==> config.mk <==
export PLATFORM = sky130hd
export DESIGN_NAME = pdm_cic_decim_flat
export DESIGN_NICKNAME = d
export VERILOG_FILES = /design/src/rtl/pdm_cic_if.sv /design/src/rtl/pdm_cic_decim.sv /design/src/flat_wrapper.sv
export SDC_FILE = /design/constraint.sdc
export NUM_CORES = 1
export LEC_CHECK = 0
export BUFFER_PORTS_ARGS = -buffer_cell sky130_fd_sc_hd__buf_2
export CORE_ASPECT_RATIO = 1.5
export CORE_MARGIN = 4
export CORE_UTILIZATION = 65
export CTS_CLUSTER_SIZE = 28
export DETAILED_ROUTE_END_ITERATION = 12
export PLACE_DENSITY = 0.94
export REMOVE_ABC_BUFFERS = 1
export SYNTH_ARGS = -nofsm -noshare
export SYNTH_HDL_FRONTEND = slang
export SYNTH_SLANG_ARGS = --single-unit
==> constraint.sdc <==
create_clock -name clk -period 4.5 [get_ports clk]
set_clock_uncertainty 0.15 [all_clocks]
set_input_delay 0 -clock clk [delete_from_list [all_inputs] [get_ports clk]]
set_output_delay 0 -clock clk [all_outputs]
set_load 0.03 [all_outputs]
==> src/rtl/pdm_cic_if.sv <==
// PDM input stream and PCM output strobe bundle for the CIC decimator.
// The master drives PDM bits and receives PCM; the slave is the decimator.
interface pdm_cic_if;
  logic        pdm_data;
  logic        pdm_valid;
  logic [15:0] y_out;
  logic        y_out_valid;

  modport master (
    output pdm_data,
    output pdm_valid,
    input  y_out,
    input  y_out_valid
  );

  modport slave (
    input  pdm_data,
    input  pdm_valid,
    output y_out,
    output y_out_valid
  );
endinterface

==> src/rtl/pdm_cic_decim.sv <==
// Fourth-order CIC decimator (M=1): 1-bit PDM in, saturated 16-bit Q15 PCM out
// at 1/DECIM of the accepted PDM strobe rate.
module pdm_cic_decim #(
  parameter int unsigned DECIM_LOG2 = 5,
  parameter int unsigned ACC_W      = 4 * DECIM_LOG2 + 2
) (
  input  logic     clk,
  input  logic     reset_n,
  pdm_cic_if.slave bus
);

  localparam int unsigned SHIFT = 4 * DECIM_LOG2 - 15;
  localparam logic [DECIM_LOG2-1:0] CNT_LAST = '1;
  localparam logic signed [ACC_W-1:0] Q_MAX = ACC_W'(32767);
  localparam logic signed [ACC_W-1:0] Q_MIN = ACC_W'(-32768);

  logic [DECIM_LOG2-1:0] cnt_q, cnt_d;
  logic [ACC_W-1:0] i1_q, i1_d, i2_q, i2_d, i3_q, i3_d, i4_q, i4_d;
  logic [ACC_W-1:0] d1_q, d1_d, d2_q, d2_d, d3_q, d3_d, d4_q, d4_d;
  logic [ACC_W-1:0] c1_q, c1_d, c2_q, c2_d, c3_q, c3_d, c4_q, c4_d;
  logic dec_stb_q, dec_stb_d, s1_q, s1_d, s2_q, s2_d, s3_q, s3_d, s4_q, s4_d;
  logic [15:0] y_out_q, y_out_d;
  logic        y_out_valid_q, y_out_valid_d;

  logic [ACC_W-1:0]        x_c;
  logic signed [ACC_W-1:0] q_c;
  logic [15:0]             y_sat_c;

  always_comb begin
    cnt_d         = cnt_q;
    i1_d          = i1_q;
    i2_d          = i2_q;
    i3_d          = i3_q;
    i4_d          = i4_q;
    d1_d          = d1_q;
    d2_d          = d2_q;
    d3_d          = d3_q;
    d4_d          = d4_q;
    c1_d          = c1_q;
    c2_d          = c2_q;
    c3_d          = c3_q;
    c4_d          = c4_q;
    dec_stb_d     = 1'b0;
    y_out_d       = y_out_q;
    y_out_valid_d = 1'b0;

    // PDM 1 -> +1, 0 -> -1 (all ones in two's complement)
    x_c = bus.pdm_data ? ACC_W'(1) : {ACC_W{1'b1}};

    // Registered integrator chain: each stage adds its predecessor's old value
    if (bus.pdm_valid) begin
      i1_d      = i1_q + x_c;
      i2_d      = i2_q + i1_q;
      i3_d      = i3_q + i2_q;
      i4_d      = i4_q + i3_q;
      cnt_d     = cnt_q + DECIM_LOG2'(1);
      dec_stb_d = (cnt_q == CNT_LAST);
    end

    s1_d = dec_stb_q;
    s2_d = s1_q;
    s3_d = s2_q;
    s4_d = s3_q;

    if (dec_stb_q) begin
      c1_d = i4_q - d1_q;
      d1_d = i4_q;
    end
    if (s1_q) begin
      c2_d = c1_q - d2_q;
      d2_d = c1_q;
    end
    if (s2_q) begin
      c3_d = c2_q - d3_q;
      d3_d = c2_q;
    end
    if (s3_q) begin
      c4_d = c3_q - d4_q;
      d4_d = c3_q;
    end

    // Normalize DECIM^4 gain to Q15; only +full-scale actually clips
    q_c = $signed(c4_q) >>> SHIFT;
    if (q_c > Q_MAX) begin
      y_sat_c = 16'h7fff;
    end else if (q_c < Q_MIN) begin
      y_sat_c = 16'h8000;
    end else begin
      y_sat_c = q_c[15:0];
    end

    if (s4_q) begin
      y_out_d       = y_sat_c;
      y_out_valid_d = 1'b1;
    end
  end

  always_ff @(posedge clk or negedge reset_n) begin
    if (!reset_n) begin
      cnt_q         <= '0;
      i1_q          <= '0;
      i2_q          <= '0;
      i3_q          <= '0;
      i4_q          <= '0;
      d1_q          <= '0;
      d2_q          <= '0;
      d3_q          <= '0;
      d4_q          <= '0;
      c1_q          <= '0;
      c2_q          <= '0;
      c3_q          <= '0;
      c4_q          <= '0;
      dec_stb_q     <= 1'b0;
      s1_q          <= 1'b0;
      s2_q          <= 1'b0;
      s3_q          <= 1'b0;
      s4_q          <= 1'b0;
      y_out_q       <= '0;
      y_out_valid_q <= 1'b0;
    end else begin
      cnt_q         <= cnt_d;
      i1_q          <= i1_d;
      i2_q          <= i2_d;
      i3_q          <= i3_d;
      i4_q          <= i4_d;
      d1_q          <= d1_d;
      d2_q          <= d2_d;
      d3_q          <= d3_d;
      d4_q          <= d4_d;
      c1_q          <= c1_d;
      c2_q          <= c2_d;
      c3_q          <= c3_d;
      c4_q          <= c4_d;
      dec_stb_q     <= dec_stb_d;
      s1_q          <= s1_d;
      s2_q          <= s2_d;
      s3_q          <= s3_d;
      s4_q          <= s4_d;
      y_out_q       <= y_out_d;
      y_out_valid_q <= y_out_valid_d;
    end
  end

  assign bus.y_out       = y_out_q;
  assign bus.y_out_valid = y_out_valid_q;

endmodule

==> src/flat_wrapper.sv <==
// flat-port wrapper written by rule: the top's interface ports become plain ports
module pdm_cic_decim_flat 
#(
  parameter int unsigned DECIM_LOG2 = 5,
  parameter int unsigned ACC_W      = 4 * DECIM_LOG2 + 2
)
  (clk, reset_n, bus_pdm_data, bus_pdm_valid, bus_y_out, bus_y_out_valid);
  pdm_cic_if bus_i ();
  input  logic clk;
  input  logic reset_n;
  input wire logic [$bits(bus_i.pdm_data)-1:0] bus_pdm_data;
  input wire logic [$bits(bus_i.pdm_valid)-1:0] bus_pdm_valid;
  output wire logic [$bits(bus_i.y_out)-1:0] bus_y_out;
  output wire logic [$bits(bus_i.y_out_valid)-1:0] bus_y_out_valid;
  assign bus_i.pdm_data = bus_pdm_data;
  assign bus_i.pdm_valid = bus_pdm_valid;
  assign bus_y_out = bus_i.y_out;
  assign bus_y_out_valid = bus_i.y_out_valid;
  pdm_cic_decim #(.DECIM_LOG2(DECIM_LOG2), .ACC_W(ACC_W)) u_core (.clk(clk), .reset_n(reset_n), .bus(bus_i));
endmodule
Word level (Yosys, flattened, before mapping):

Index checks and enable logic that the tools add are counted.

* bits in registers: 291
* bits in latches: 0
* RAM bits: 0
* memory bits (read-only): 0
* bits of input ports: 4
* output and inout bits: 17
* memories kept: 0

* add/subtract/negate cells: 9
* multipliers: 0
* divide/modulo/power cells: 0
* magnitude comparators: 2
* equal/unequal tests: 1
* shift-type cells: 0
* mux-type cells: 5
* bitwise logic cells: 0
* reductions and logical operators: 0

Operators with widths (count)
* adder 22 bit: 4
* subtractor 22 bit: 4
* two-way mux 16 bit: 2
* two-way mux 22 bit: 1
* greater-than comparator 17 x 16 -> 1 bit (second input constant): 1
* less-than comparator 17 x 16 -> 1 bit (second input constant): 1
* adder 5 x 1 -> 5 bit (second input constant): 1
* equality test 5 bit (second input constant): 1
* two-way mux 1 bit: 2

Depth between registers and ports, before layout:

Gate-level depths: netlist of the first run.

* depth in word-level cells: 3
* gate-level depth with buffers: 13
* gate-level depth less buffers: 13

Least setup slack after synthesis of the first run:

No wires, ideal clock.

* path type: register to register
* start: reg u_core.c1_q[0]
* end: reg u_core.c2_q[20]
* arrival: 2.771 ns
* setup slack: 1.441 ns
* cell stages (with the launch flop): 14
* period minus slack after synthesis: 3.059 ns
* cell sequence: dfrtp_1 inv_1 ha_1 inv_1 fa_1 a21o_1 a21o_1 a2111oi_2 o31ai_1 a31oi_1 nor3_1 o31a_1 mux2i_1 a31oi_1

* word-level cells in the longest chain between the ends: 1

RTL lines
* from (decl): RTL line pdm_cic_decim.sv:20 `logic [ACC_W-1:0] c1_q, c1_d, c2_q, c2_d, c3_q, c3_d, c4_q, c4_d;`
* from (signal assigned): RTL line pdm_cic_decim.sv:109 `c1_q <= '0;`
* from (signal assigned): RTL line pdm_cic_decim.sv:130 `c1_q <= c1_d;`
* subtractor 22 bit: RTL line pdm_cic_decim.sv:70 `c2_d = c1_q - d2_q;`
* to (signal assigned): RTL line pdm_cic_decim.sv:110 `c2_q <= '0;`
* to (signal assigned): RTL line pdm_cic_decim.sv:131 `c2_q <= c2_d;`
* to (decl): RTL line pdm_cic_decim.sv:20

No other way between the ends.
A chain may end at the register's enable or synchronous reset.

Worst setup path after layout of the first run:

* start: reg u_core.c2_q[0]
* end: reg u_core.c3_q[20]

* word-level cells in the longest chain between the ends: 1

RTL lines
* subtractor 22 bit: RTL line pdm_cic_decim.sv:74 `c3_d = c2_q - d3_q;`
* to (signal assigned): RTL line pdm_cic_decim.sv:111 `c3_q <= '0;`
* to (signal assigned): RTL line pdm_cic_decim.sv:132 `c3_q <= c3_d;`
* to (decl): RTL line pdm_cic_decim.sv:20

No other way between the ends.

==> run metrics, run 1 <==
post-route ant nets 0; Startpoint Class flip-flop; grt total ovfl 0; count of final setup violators 0; CTS tree done; CTS resizes 0; mux cell area share after synthesis 8.64%; initial core utilization 66.0%; Die X 146 µm; largest net degree at the start of global routing 132; core area 28100 µm²; row count 75; critical path's most frequent cell inv_1; CP max-delay cell fa_1; routed vias/inst 6.31; HPWL Detailed 27.6 mm; Cells after Synth 1954; IO Pins 21; H-tree depth reported by CTS 1; die area 31300 µm²; Cell variety after synth a little under 80; DRC 0; drt first-iter violations 993; Clock Path Buffers 3; Total Routing Usage GR 25.8%; Setup TNS Final 0 ns; xor/xnor share of the synthesized area 6.34%; WS Path Type flip-flop to flip-flop; Fillers 1796; initial antenna violation count 0; worst hold path class input port to async pin; clock slew seen by the registers of the worst setup and hold paths 0.06 ns; clk_lat worst skew 0.55 ns; register area share after synthesis 38.6%; Die H ~210 µm; drt total wl roughly 41 mm; Final Hold Vio Count 0; fin. max-slew vios 0; Top delay family on crit path compound AO/OA/AOI/OAI gates; buffers plus inverters on the worst setup path 2; P&R area growth vs syn 8.10%; YS warnings 0; Slew HR 36.3%; CP required approximately 4.8 ns; vias in the first global route 15453; post-route clock period utilization 79.8%; clock sink count 286; most common cell after layout, fill and taps aside dfrtp_1; Vias between 10000 and 15000; simple-gate area share of the yosys netlist 11.7%; Num CTS Buffers 28; Inserted Diodes 0; slew of the pin with the lowest slew margin 0.956 ns; Clk Tree Root Cell clkbuf_16; WP data arrival 3.87 ns; MaxCap Viol Count 0; area taken by multi-input logic gates approximately 11000 µm²; share of cells above drive strength 1 12.1%; Port Buffers 20; Reg area 7160 µm²; first-pass GRT wire length 69.6 mm; fin worst setup slack 0.909 ns; number of iterations in the first detailed-routing pass 6; pre-CTS setup slack 1.02 ns; commonest cells after routing, fill and taps aside dfrtp_1, nand2_1, ha_1, o21ai_0, a21oi_1; worst-path fanout max 4; Synth Area per Inst 9.48 µm²; Final GP Congestion 0.890; CP cell instances inv_1, ha_1, inv_1, fa_1, a211oi_1, o21ai_1, a41oi_2, o22ai_1, a221o_1, nor3_1, o31ai_1, xor2_1, mux2_2; ys async rst share 100%; Netlist Area Pre-Place roughly 19000 µm²; Max Fclk 278 MHz; Compound-Gate Fraction of Synth Area between 10% and 20%; Synth Register Bits 286; unrepaired setup endpoints after global routing no; min cycle time layout between 3 and 4 ns; post-detailed-route wirelength per cell 17.5 µm; main combinational cell family by area after synthesis compound AO/OA/AOI/OAI gates; Top FF cell, synth dfrtp_1; status finished clean; slowest cell delay on critical path between 0.4 and 0.5 ns; NumNets Final 2137; EDFF count, synth 0; area share of fa/ha/maj cells after synthesis 12.1%; Setup crit end kind flip-flop
-- metal layers --
layer / global-route usage (%) / routed length, µm
met1: 26.5 / 14800
met2: 50.3 / 22300
met3: 2.99 / 1440
met4: 13.6 / 2250
met5: 0 / 0
-- state kept, by name, summed over array words and instances, names as in the netlist --
name                    flops
u_core.cnt_q                5
u_core.s2_q                 1
u_core.i4_q                22
u_core.d4_q                22
u_core.d1_q                22
u_core.i3_q                22
u_core.i1_q                22
u_core.c1_q                22
u_core.c4_q                17
u_core.c3_q                22
u_core.s3_q                 1
u_core.c2_q                22
u_core.d2_q                22
u_core.dec_stb_q            1
u_core.bus.y_out_valid      1
u_core.bus.y_out           16
u_core.s4_q                 1
u_core.d3_q                22
u_core.s1_q                 1
u_core.i2_q                22
-- stage by stage --
stage	cells	area, µm²	utilization [%]	hold WS, ns
floorplan	1893	18300	-	-0.446
global placement	2271	18900	67.5	0.0278
detailed placement	2271	18900	67.5	0.0333
CTS	2326	20000	71.4	0.0492
global route	2326	20000	71.4	0.122
finish	2326	20000	71.4	0.0111
-- Yosys cell counts, types with 4 or more instances --
| master | n | share of area (%) |
|---|---|---|
| a2111oi_0 | 5 | 0.24 |
| a211o_1 | 8 | 0.38 |
| a211oi_1 | 12 | 0.49 |
| a21boi_0 | 4 | 0.16 |
| a21o_1 | 72 | 2.9 |
| a21oi_1 | 137 | 3.7 |
| a221o_1 | 4 | 0.22 |
| a22o_1 | 4 | 0.19 |
| a311oi_1 | 4 | 0.19 |
| a31o_2 | 4 | 0.19 |
| a31oi_1 | 20 | 0.68 |
| and2_1 | 13 | 0.44 |
| and3_1 | 13 | 0.44 |
| buf_1 | 5 | 0.10 |
| clkbuf_1 | 55 | 1.1 |
| dfrtp_1 | 286 | 39 |
| fa_1 | 7 | 0.76 |
| ha_1 | 168 | 11 |
| inv_1 | 134 | 2.7 |
| mux2_2 | 135 | 8.2 |
| mux2i_1 | 8 | 0.43 |
| nand2_1 | 200 | 4.1 |
| nand2b_1 | 10 | 0.34 |
| nand3_1 | 42 | 1.1 |
| nand3b_1 | 6 | 0.24 |
| nand4_1 | 12 | 0.41 |
| nor2_1 | 110 | 2.2 |
| nor2b_1 | 20 | 0.68 |
| nor3_1 | 18 | 0.49 |
| nor3b_1 | 4 | 0.16 |
| nor4_1 | 4 | 0.14 |
| o211ai_1 | 4 | 0.16 |
| o21a_1 | 21 | 0.85 |
| o21ai_0 | 161 | 4.4 |
| o21ai_1 | 5 | 0.14 |
| o21bai_1 | 16 | 0.65 |
| o31a_1 | 4 | 0.19 |
| o31ai_1 | 18 | 0.73 |
| or3_1 | 9 | 0.30 |
| xnor2_1 | 92 | 4.4 |
| xor2_1 | 42 | 2.0 |
-- repair_timing --
item	CTS	global route
setup buffers	0	0
endpoints found under the hold margin	146	0
hold buffers	3	0
-- cell families after synthesis --
logic type | after synthesis
and+or+nand+nor | 476
AOI/OAI and AO/OA | 543
DFF | 286
adders and majority gates | 175
buffers and inverters | 197
muxes | 143
xor gates and xnor gates | 134
-- final cells by class --
type / count / share of cell area [%]
sequential: 286 / 35.8
clock buffer: 40 / 4.08
inverter: 136 / 2.55
timing repair buffer: 35 / 1.22
clock inverter: 12 / 1.20
tap: 346 / 2.16
multi-input combinational: 1471 / 53.0
-- path summary, 6_finish.rpt --
path                                      start              end  slack, ns  cells past startpoint
worst max-delay path             u_core.c2_q[0]  u_core.c3_q[20]       0.91                     13
worst min-delay path                    reset_n   u_core.d4_q[1]       0.01                      2
worst max register to register   u_core.c2_q[0]  u_core.c3_q[20]       0.91                     13
worst min register to register  u_core.cnt_q[3]  u_core.cnt_q[3]       0.32                      1
max in group asynchronous               reset_n  u_core.c2_q[19]       3.15                      3
min in group clk                  bus_pdm_valid  u_core.i3_q[21]       0.26                      4
Power of run 1 is not shown: default switching activity piles up to over one toggle a cycle in this logic, so the estimate is an artifact.
==> run 2, diff against run 1 <==
Clock period 4.5 ns to 3.7 ns, I/O delays scaled along.
==> run 2 against run 1 <==
- hold slack improved by 0.21 ns
- largest cell class unchanged
- first-iteration DRC count shrank 27%
- cell count grew 0.21%
- sequential share of layout area increased by 0.17 points
==> run metrics, run 2 (synthesis gave the netlist of run 1 again) <==
Setup crit end kind flip-flop; min cycle time layout 3.43 ns (-0.159 ns); Port Buffers 20 (unchanged); unrepaired setup endpoints after global routing no; Num CTS Buffers 29 (+3.6%); clock sink count 286 (unchanged); first-pass GRT wire length 67.7 mm (-2.8%); share of cells above drive strength 1 12.3% (+0.22 points); reg2reg path depth 13 (unchanged); routed wl met2 21.6 mm (-2.9%); clock slew seen by the registers of the worst setup and hold paths 0.06 ns (about the same); Die H 215 µm (unchanged); fin. max-slew vios 0 (unchanged); NumNets Final 2143 (+0.28%); Slew HR 34.8% (-1.5 points); Fillers 1825 (+1.6%); core area 28100 µm² (unchanged); DRC 0 (unchanged); most common cell after layout, fill and taps aside dfrtp_1; worst-path fanout max 3 (-1); Setup TNS Final 0 ns (unchanged); Final Hold Vio Count 0 (unchanged); WP data arrival 3.68 ns (-0.19 ns); post-detailed-route wirelength per cell 16.8 µm (-4.1%); number of iterations in the first detailed-routing pass 5 (-1); grt total ovfl 0 (unchanged); Final GP Congestion 0.899 (+1.0%); commonest cells after routing, fill and taps aside dfrtp_1, nand2_1, ha_1, o21ai_0, a21oi_1; IO Pins 21 (unchanged); DR WL met3 1.22 mm (-15%); hold depth 4; H-tree depth reported by CTS 1 (unchanged); vias in the first global route 15415 (-0.25%); Clk Tree Root Cell clkbuf_16; Clock Path Buffers 3 (unchanged); worst hold path class input port to flip-flop; MaxCap Viol Count 0 (unchanged); Die X 146 µm (unchanged); die area 31300 µm² (unchanged); slew of the pin with the lowest slew margin 0.979 ns (+0.0230 ns); P&R area growth vs syn 7.59%; initial antenna violation count 0 (unchanged); Vias 14465 (-1.5%); HPWL Detailed 27.0 mm (-2.2%); drt first-iter violations 724 (-27%); post-route clock period utilization 92.8% (+13 points); CP required 3.95 ns (-0.83 ns); row count 75 (unchanged); Total Routing Usage GR 24.9% (-0.91 points); top sig layer met4; initial core utilization 66.0% (unchanged); met1 wire length 14.4 mm (-2.9%); Startpoint Class flip-flop; clk_lat worst skew 0.56 ns (about the same); WS Path Type flip-flop to flip-flop; largest net degree at the start of global routing 101 (-23%); drt total wl 39.2 mm (-3.9%); routed vias/inst 6.21 (-1.7%); Max Fclk 291 MHz (+4.6%); Inserted Diodes 0 (unchanged); status finished clean; CTS tree done; count of final setup violators 0 (unchanged); post-route ant nets 0 (unchanged)
-- run 2: area by class of cell --
| class | count | area (µm²) | share of cell area (%) |
|---|---|---|---|
| Tap cell | 346 | 433 | 2.17 |
| Timing Repair Buffer | 40 | 305 | 1.53 |
| Multi-Input combinational cell | 1471 | 10600 | 53.3 |
| Inverter | 136 | 510 | 2.56 |
| Clock buffer | 41 | 831 | 4.17 |
| Clock inverter | 11 | 65.1 | 0.327 |
| Sequential cell | 286 | 7160 | 35.9 |
-- run 2: path summary, 6_finish.rpt --
check / start / end / slack, ns
max: u_core.c1_q[0] / u_core.c2_q[20] / 0.27
max reg2reg: u_core.c1_q[0] / u_core.c2_q[20] / 0.27
min reg2reg: u_core.cnt_q[3] / u_core.cnt_q[3] / 0.33
min in group asynchronous: reset_n / u_core.i4_q[6] / 0.29
min: bus_pdm_valid / u_core.i4_q[21] / 0.22
max in group asynchronous: reset_n / u_core.i1_q[20] / 2.28
-- run 2: layer usage --
metal  GRT usage, %  vias to the layer above
met5              0                        -
met1           25.7                     6984
met4           12.3                        0
li1               -                     6953
met2           49.0                      378
met3           2.51                      150
-- run 2: repair_timing --
item / in CTS / in global routing
hold buffers: 5 / 0
buffers inserted: 0 / 1
endpoints found under the hold margin: 122 / 0
endpoints found under the setup margin: 0 / 2
resized for setup: 0 / 2
-- run 2: critical path, stage by stage, from the launching register on --
cell and delay, ns:
dfrtp_1 0.40, inv_1 0.07, ha_1 0.16, inv_1 0.05, fa_1 0.39, a21o_1 0.20, a21o_1 0.21, a2111oi_2 0.47
o31ai_1 0.25, a31oi_2 0.29, nor3_1 0.07, o31a_1 0.29, mux2i_1 0.17, a31oi_1 0.10
-- run 2: per-stage QoR --
stage                     worst slack [ns]  util (%)  hold slack, ns  instance area [µm²]  cells
after global routing                0.0138      71.0           0.261                19900   2331
final                                0.268      71.0           0.218                19900   2331
after CTS                            0.192      71.0           0.199                19900   2330
after global placement               0.295      67.5         -0.0361                18900   2273
after detailed placement             0.248      67.5         -0.0215                18900   2273
after floorplan                      0.582         -          -0.446                18300   1893
Power of run 2 is left out for the same reason.
==> run 3, diff against run 2 <==
Settings changed: CORE_ASPECT_RATIO 1.5 to 2, PLACE_DENSITY 0.94 to unset, PLACE_DENSITY_LB_ADDON set to 0.3.
==> run 3 against run 2 <==
- utilization down 0.40 points
- critical endpoint is now u_core.c3_q[20]
- register-to-register slack lost 0.099 ns
- clock-buffer cell count rose by 1
- wire length decreased by 1.7%
- first-iteration DRC count decreased by 31%
- hold slack better by 0.10 ns
- critical path depth unchanged
- flip-flop and latch count unchanged
==> run metrics, run 3 (synthesis gave the netlist of run 1 again) <==
grt total ovfl 0 (unchanged); Final GP Congestion 0.914 (+1.6%); Setup TNS Final 0 ns (unchanged); worst hold slack 0.319 ns (+0.101 ns); Inserted Diodes 0 (unchanged); post-detailed-route wirelength per cell 16.5 µm (-2.2%); count of final setup violators 0 (unchanged); Die H 247 µm (+15%); slew of the pin with the lowest slew margin 0.925 ns (-0.0532 ns); post-route ant nets 0 (unchanged); routed vias/inst 6.07 (-2.2%); DRC 0 (unchanged); Max Fclk 283 MHz (-2.8%); WS Path Type flip-flop to flip-flop; most common cell after layout, fill and taps aside dfrtp_1; Vias 14216 (-1.7%); vias in the first global route 15015 (-2.6%); Clock Path Buffers 3 (unchanged); clock sink count 286 (unchanged); post-route clock period utilization 95.4% (+2.7 points); row count 87 (+16%); worst-path fanout max 3 (unchanged); worst hold path class flip-flop to flip-flop; min cycle time layout 3.53 ns (+0.0991 ns); # placed instances 2291 (+0.79%); die area 31400 µm² (+0.35%); P&R area growth vs syn 7.51% (about the same); Total Routing Usage GR 24.9% (+0.086 points); share of cells above drive strength 1 12.1% (-0.21 points); Setup crit end kind flip-flop; Clk Tree Root Cell clkbuf_16; status finished clean; CP required 3.97 ns (+0.02 ns); Port Buffers 20 (unchanged); NumNets Final 2147 (+0.19%); commonest cells after routing, fill and taps aside dfrtp_1, nand2_1, ha_1, o21ai_0, a21oi_1; Final Hold Vio Count 0 (unchanged); Startpoint Class flip-flop; clock slew seen by the registers of the worst setup and hold paths 0.07 ns (about the same); Die X 127 µm (-13%); IO Pins 21 (unchanged); CTS tree done; fin cells 2343 (+0.51%); WP data arrival 3.80 ns (+0.12 ns); first-pass GRT wire length 65.7 mm (-2.9%); drt total wl 38.6 mm (-1.7%); initial antenna violation count 0 (unchanged); number of iterations in the first detailed-routing pass 5 (unchanged); Slew HR 38.3% (+3.5 points); fin. max-slew vios 0 (unchanged); largest net degree at the start of global routing 87 (-14%); MaxCap Viol Count 0 (unchanged); initial core utilization 65.7% (-0.32 points); HPWL Detailed 28.5 mm (+5.6%); H-tree depth reported by CTS 1 (unchanged); Post-CTS Setup Bufs 0 (unchanged); unrepaired setup endpoints after global routing no; drt first-iter violations 498 (-31%); clk_lat worst skew 0.54 ns (-0.02 ns); Num CTS Buffers 26 (-10%); core area 28200 µm² (+0.48%)
[run 3: cell types whose count changed in the layout (fill, tap and decap cells not counted), moves of 2 or more]
cell and delta:
clkinv_2 -4, clkbuf_8 -3, clkbuf_1 +6, clkbuf_16 -2, buf_12 +2, buf_4 +5
[run 3: area by class of cell]
| cell class | count | area (µm²) |
|---|---|---|
| Multi-Input combinational cell | 1471 | 10600 |
| Fill cell | 2067 | 8280 |
| Sequential cell | 286 | 7160 |
| Clock buffer | 42 | 762 |
| Inverter | 136 | 510 |
| Tap cell | 356 | 445 |
| Timing Repair Buffer | 47 | 365 |
| Clock inverter | 5 | 28.8 |
[run 3: metrics by stage]
step	setup WS (ns)	cell area, µm²	util, %
2_1_floorplan	0.582	18300	-
3_3_place_gp	0.261	19000	67.6
3_5_place_dp	0.163	19000	67.6
4_1_cts	0.155	19900	70.5
5_1_grt	0.0247	19900	70.6
6_report	0.169	19900	70.6
[run 3: critical path, cell delays in order (launching register included)]
cell and delay [ns]:
dfrtp_1 0.39, inv_1 0.07, ha_1 0.17, inv_1 0.06, fa_1 0.43, a211oi_1 0.39
o21ai_1 0.18, a41oi_2 0.30, o22ai_1 0.19, a221o_1 0.37, nor3_1 0.16, o31ai_1 0.11
xor2_1 0.15, mux2_2 0.27
[run 3: routing by layer]
layer | wire length, µm | global-route usage, %
met4 | 2410 | 14.4
met3 | 781 | 2.16
met1 | 13100 | 22.7
met2 | 22200 | 51.3
met5 | 0 | 0
[run 3: worst paths after layout]
check / startpoint / to / slack (ns) / cells past startpoint
max in group asynchronous: reset_n / u_core.c3_q[2] / 1.26 / 4
max: u_core.c2_q[0] / u_core.c3_q[20] / 0.17 / 13
min reg2reg: u_core.cnt_q[3] / u_core.cnt_q[3] / 0.32 / 1
max reg2reg: u_core.c2_q[0] / u_core.c3_q[20] / 0.17 / 13
min in group asynchronous: reset_n / u_core.d4_q[6] / 0.46 / 3
min: u_core.cnt_q[3] / u_core.cnt_q[3] / 0.32 / 1
[run 3: what timing repair did]
| item | 4_1_cts | 5_1_grt |
|---|---|---|
| endpoints found under the setup margin | 0 | 7 |
| hold buffers | 5 | 0 |
| endpoints found under the hold margin | 306 | 0 |
| resized for setup | 0 | 5 |
Power of run 3 is left out for the same reason.
